$ cat config.mk
export PLATFORM = sky130hd
export DESIGN_NAME = lsu_mem_access
export DESIGN_NICKNAME = d
export VERILOG_FILES = /design/src/rtl/lsu_mem_access.sv
export SDC_FILE = /design/constraint.sdc
export NUM_CORES = 1
export LEC_CHECK = 0
export BUFFER_PORTS_ARGS = -buffer_cell sky130_fd_sc_hd__clkbuf_2
export CORE_ASPECT_RATIO = 1.1
export CORE_MARGIN = 10
export CORE_UTILIZATION = 39
export DETAILED_ROUTE_END_ITERATION = 7
export GPL_ROUTABILITY_DRIVEN = 0
export PLACE_DENSITY = 0.66
export SLEW_MARGIN = 20
export SYNTH_ARGS = -nofsm -noshare
export SYNTH_HDL_FRONTEND = slang
export SYNTH_SLANG_ARGS = --single-unit
export TNS_END_PERCENT = 100
$ cat constraint.sdc
create_clock -name clk -period 5.2 [get_ports clk]
set_clock_uncertainty 0.15 [all_clocks]
set_input_delay 1.3 -clock clk [delete_from_list [all_inputs] [get_ports clk]]
set_output_delay 1.3 -clock clk [all_outputs]
set_load 0.02 [all_outputs]
$ cat src/rtl/lsu_mem_access.sv
// Load/store access unit between the execute stage and dmem.
// Build option: define LSU_SPLIT_LOAD_EN to serve misaligned loads (two reads when crossing a word).
module lsu_mem_access #(
  parameter int N = 64
) (
  input  logic         clk,
  input  logic         reset_n,
  input  logic         req_valid,
  output logic         req_ready,
  input  logic         req_write,
  input  logic [2:0]   req_funct3,
  input  logic [N-1:0] req_addr,
  input  logic [N-1:0] req_wdata,
  output logic         resp_valid,
  input  logic         resp_ready,
  output logic [N-1:0] resp_rdata,
  output logic         resp_fault,
  output logic [N-1:0] DM_writeData,
  output logic [7:0]   wordAddr,
  output logic         readEnable,
  output logic         writeEnable,
  output logic [2:0]   memWidth,
  output logic [2:0]   byteOffset,
  input  logic [N-1:0] DM_readData
);

  // state | meaning
  // IDLE  | waiting for a request; memory controls follow the request
  // LOAD1 | first read word returns; second read issued if the load is split
  // LOAD2 | second read word returns
  // RESP  | response presented until resp_ready
  typedef enum logic [1:0] {IDLE, LOAD1, LOAD2, RESP} state_t;

  state_t      state, state_nxt;
  logic [10:0] addr_q;
  logic [2:0]  funct3_q;
  logic [3:0]  size, size_m1;
  logic        misaligned, fault;
  logic        unused_addr_hi;

  assign unused_addr_hi = ^req_addr[N-1:11];

  assign size       = 4'd1 << req_funct3[1:0];
  assign size_m1    = size - 4'd1;
  assign misaligned = |(req_addr[2:0] & size_m1[2:0]);

`ifdef LSU_SPLIT_LOAD_EN
  logic [N-1:0] low_q;
  logic [3:0]   size_q;
  logic         split_q;

  assign size_q  = 4'd1 << funct3_q[1:0];
  assign split_q = ({1'b0, addr_q[2:0]} + size_q) > 4'd8;
  assign fault   = (req_funct3 == 3'b111) | (req_write & req_funct3[2]) |
                   (req_write & misaligned);
`else
  assign fault   = (req_funct3 == 3'b111) | (req_write & req_funct3[2]) | misaligned;
`endif

  // Shift the {high,low} pair down to the accessed bytes, then extend to N bits.
  function automatic logic [N-1:0] load_result(input logic [2*N-1:0] pair,
                                               input logic [2:0] off,
                                               input logic [2:0] f3);
    logic [N-1:0] word;
    word = N'(pair >> {off, 3'b000});
    case (f3[1:0])
      2'd0:    load_result = f3[2] ? {{(N-8){1'b0}}, word[7:0]}
                                   : {{(N-8){word[7]}}, word[7:0]};
      2'd1:    load_result = f3[2] ? {{(N-16){1'b0}}, word[15:0]}
                                   : {{(N-16){word[15]}}, word[15:0]};
      2'd2:    load_result = f3[2] ? {{(N-32){1'b0}}, word[31:0]}
                                   : {{(N-32){word[31]}}, word[31:0]};
      default: load_result = word;
    endcase
  endfunction

  always_ff @(posedge clk or negedge reset_n) begin
    if (!reset_n) state <= IDLE;
    else          state <= state_nxt;
  end

  always_comb begin
    state_nxt = state;
    case (state)
      IDLE:    if (req_valid) state_nxt = (fault | req_write) ? RESP : LOAD1;
`ifdef LSU_SPLIT_LOAD_EN
      LOAD1:   state_nxt = split_q ? LOAD2 : RESP;
      LOAD2:   state_nxt = RESP;
`else
      LOAD1:   state_nxt = RESP;
`endif
      RESP:    if (resp_ready) state_nxt = IDLE;
      default: state_nxt = IDLE;
    endcase
  end

  always_comb begin
    readEnable   = 1'b0;
    writeEnable  = 1'b0;
    wordAddr     = addr_q[10:3];
    byteOffset   = addr_q[2:0];
    memWidth     = funct3_q;
    DM_writeData = '0;
    case (state)
      IDLE: begin
        wordAddr     = req_addr[10:3];
        byteOffset   = req_addr[2:0];
        memWidth     = req_funct3;
        DM_writeData = req_wdata << {req_addr[2:0], 3'b000};
        readEnable   = req_valid & ~req_write & ~fault;
        writeEnable  = req_valid & req_write & ~fault;
      end
`ifdef LSU_SPLIT_LOAD_EN
      LOAD1: if (split_q) begin
        readEnable = 1'b1;
        wordAddr   = addr_q[10:3] + 8'd1;
      end
`endif
      default: ;
    endcase
  end

  assign req_ready  = (state == IDLE);
  assign resp_valid = (state == RESP);

  always_ff @(posedge clk or negedge reset_n) begin
    if (!reset_n) begin
      addr_q     <= '0;
      funct3_q   <= '0;
      resp_rdata <= '0;
      resp_fault <= 1'b0;
`ifdef LSU_SPLIT_LOAD_EN
      low_q      <= '0;
`endif
    end else begin
      case (state)
        IDLE: if (req_valid) begin
          addr_q     <= req_addr[10:0];
          funct3_q   <= req_funct3;
          resp_fault <= fault;
          resp_rdata <= '0;
        end
`ifdef LSU_SPLIT_LOAD_EN
        LOAD1: begin
          low_q <= DM_readData;
          if (!split_q) resp_rdata <= load_result({{N{1'b0}}, DM_readData}, addr_q[2:0], funct3_q);
        end
        LOAD2: resp_rdata <= load_result({DM_readData, low_q}, addr_q[2:0], funct3_q);
`else
        LOAD1: resp_rdata <= load_result({{N{1'b0}}, DM_readData}, addr_q[2:0], funct3_q);
`endif
        default: ;
      endcase
    end
  end

endmodule

==> summary.md <==
| Metric | Value |
|---|---|
| Setup Buffers After CTS | 0 |
| Number of global-route vias before repair | 7498 |
| Clock latency on the worst-skew pair | 0.34 ns |
| Reg clk slew, reported paths | around 0.060 ns |
| Die area | 24500 µm² |
| Fin crit share | 91.3% |
| # clock sinks | roughly 80 |
| Worst EP required | 3.75 ns |
| Avg WL per Cell | 22.9 µm |
| DRC Markers | 0 |
| YS warnings | 0 |
| Vias | between 7000 and 8000 |
| Run status | finished clean |
| Detailed Route Iter0 Violations | 594 |
| Post-synth cell types | 49 |
| Largest net degree at the start of global routing | 64 |
| Initial antenna violation count | 1 |
| Buf/Inv on CP | 2 |
| Simple-Gate Fraction of Synth Area | 15.1% |
| CTS buffer count | 9 |
| Post-synthesis mux area share | 31.0% |
| Port bufs | between 200 and 300 |
| # setup viols final | 0 |
| Area share of fa/ha/maj cells after synthesis | 0% |
| Launch point of the worst hold path | resp_rdata[7] |
| Worst-case clock buffer depth | 2 |
| Crit-path leading delay family | simple AND/OR/NAND/NOR gates |
| P_leak | 4.30 nW |
| Minimum clock period | 4.75 ns |
| Critical path class | flip-flop to output pin |
| Top-Level Pins | 347 |
| Cell Rows | 52 |
| Hold EP | resp_rdata[7] |
| Antenna viol nets, final | 0 |
| Crit. End Element | output pin |
| Largest family of logic cells by synthesized area | multiplexers |
| Core Area | 18300 µm² |
| Main flop type after synthesis | dfrtp_1 |
| Hold_buf cts | 0 |
| Root Driver | clkbuf_16 |
| Gr usage total | 23.0% |
| Die X-Extent | 150 µm |
| Final wirelength | ~30000 µm |
| Worst EP arrival | 3.30 ns |
| Net count after synthesis | 982 |
| Largest stage delay, worst path | 0.73 ns |
| Cell Area, Synth | 7250 µm² |
| Chip height | 163 µm |
| Post-synthesis compound-gate area fraction | about a fifth |
| CP Max Fanout | 38 |
| Pins Over Slew Limit | 0 |
| DP Wirelength | 22900 µm |
| Area Overhead vs Synth | 26.2% |
| First-pass GRT wire length | 44100 µm |
| Worst min path class | flip-flop to flip-flop |
| Total gr overflow | 0 |
| ANT cells | 0 |
| Filler cells | ~1800 |
| 1st-pass router iterations | 5 |
| Worst slew margin | 34.6% |
| Via density | 5.83 |
| R2r worst-path depth | 7 |
| Post-CTS Resized | 0 |
| Unrepaired setup endpoints after global routing | no |
| Max-Cap Viols | 0 |
| Layout cells sized above 1 | between 40% and 50% |
| Critical path startpoint category | flip-flop |
| H-tree depth | 3 |
| Worst Tran Pin Value | 0.980 ns |
| Syn Area/Cell | 9.28 µm² |
| Design Power | 5.26 mW |
| Sum of negative setup slack | 0 ns |
| Post-synth EDFFs | 0 |
| Peak ir drop on the vdd network | between 0.0003 and 0.0004 V |
| CP max stage cell | or2_2 |
| Fmax | 211 MHz |
| Worst R2R End | resp_rdata[63] |
| Hold Path Stages | 2 |
| Fin. Hold Viols | 0 |
| Register bit total from synthesis | 81 |
| Synth Area in XOR/XNOR | 0% |
| Commonest non-fill, non-tap cell in the layout | clkbuf_2 |
| Most frequent cells in the layout | clkbuf_2, nand2_1, nor2_1, dfrtp_1, o21ai_0 |
| Reg2reg start | addr_q[1] |
| Gate Count Post-Synth | 782 |
| Reg2Reg Setup Slack | 1.88 ns |
| CTS tree | yes |
| Crit-path cells | or2_2, clkinv_1, and2_1, nor3b_1, clkbuf_2 |
| Nets@finish | 1231 |
| Pwr dens | 575 nW/µm² |
| Initial Utilization | 39.5% |
| Ys async rst share | 100% |
| Post-synthesis sequential area ratio | 27.9% |
## cells in the mapped netlist, types with 2 or more instances
master / number / area (µm²)
nor2b_1: 5 / 31.3
buf_6: 4 / 45.0
nor2_1: 83 / 312
mux4_2: 61 / 1370
buf_1: 13 / 48.8
nor2_2: 2 / 12.5
clkinv_1: 2 / 7.51
buf_2: 13 / 65.1
mux2_2: 28 / 315
nor3_1: 2 / 10.0
and2_1: 27 / 169
buf_4: 8 / 60.1
a22o_1: 7 / 61.3
a211oi_1: 15 / 113
clkbuf_1: 36 / 135
a22oi_1: 16 / 120
o21ai_0: 65 / 325
a211oi_2: 2 / 25.0
o21bai_1: 2 / 15.0
nand2b_1: 5 / 31.3
nand3_1: 7 / 35.0
mux2i_1: 56 / 561
o2bb2ai_1: 6 / 52.6
o31ai_2: 8 / 100
a21oi_1: 59 / 295
nand2_1: 113 / 424
o21ai_2: 22 / 193
a2bb2oi_1: 9 / 78.8
inv_1: 5 / 18.8
a32oi_1: 2 / 17.5
dfrtp_1: 81 / 2030
## worst register-to-register path: stages, from the launching register on
cell and delay, ns:
dfrtp_2 0.60, buf_4 0.52, nor2b_1 0.77, a2bb2oi_1 0.19
a21oi_1 0.32, a311oi_4 0.07, buf_4 0.30, o31ai_1 0.30
## area by class of cell
type	instances	area [µm²]	area share (%)
Multi-Input combinational cell	619	4850	53.0
Sequential cell	81	2030	22.2
Inverter	8	30.0	0.328
Timing Repair Buffer	312	1610	17.6
Clock inverter	6	92.6	1.01
Clock buffer	9	225	2.46
Tap cell	243	304	3.32
## power by group
group          leakage (nW)  switching [mW]  total [mW]  internal (mW)
sequential             1.03           0.290        1.18          0.888
combinational          3.12            2.16        3.39           1.23
clock                 0.148           0.273       0.693          0.420
## cells by family (layout without fill, tap and decap cells)
group,after synthesis,count (layout)
mux,145,145
simple gates,251,251
buf+inv,82,335
flops,81,81
compound gates,223,223
## registers in the layout, indices dropped and copies added (netlist names)
name / flops
addr_q: 11
funct3_q: 3
resp_fault: 1
resp_rdata: 64
state: 2
## routing by layer
layer	GRT usage [%]	wire length [µm]	vias up	part of all wire, %
met4	7.03	704	2	2.4
met1	28.2	11000	3610	38
met3	7.36	3320	36	11
met2	37.9	14200	408	49
li1	-	-	3394	-
met5	0	18	-	0.062
## how the worst max path moves through the flow
stage / to / start / cells after the start / slack (ns)
floorplan: DM_writeData[39] / req_addr[0] / 5 / 0.99
detailed placement: DM_writeData[62] / req_addr[0] / 8 / 0.63
finish: readEnable / state[0] / 5 / 0.45
global route: readEnable / state[0] / 5 / 0.18
CTS: readEnable / state[0] / 5 / 0.44
global placement: DM_writeData[46] / req_addr[0] / 6 / 0.64
## per-stage QoR
stage	hold WS, ns	setup slack [ns]	area [µm²]	util, %	instances
floorplan	0.330	0.990	7250	-	782
global placement	0.310	0.643	8830	48.1	1263
detailed placement	0.320	0.630	8830	48.1	1263
CTS	0.335	0.440	9150	49.9	1278
global route	0.353	0.175	9150	49.9	1278
finish	0.328	0.450	9150	49.9	1278
(Power assumes the default switching activity.)
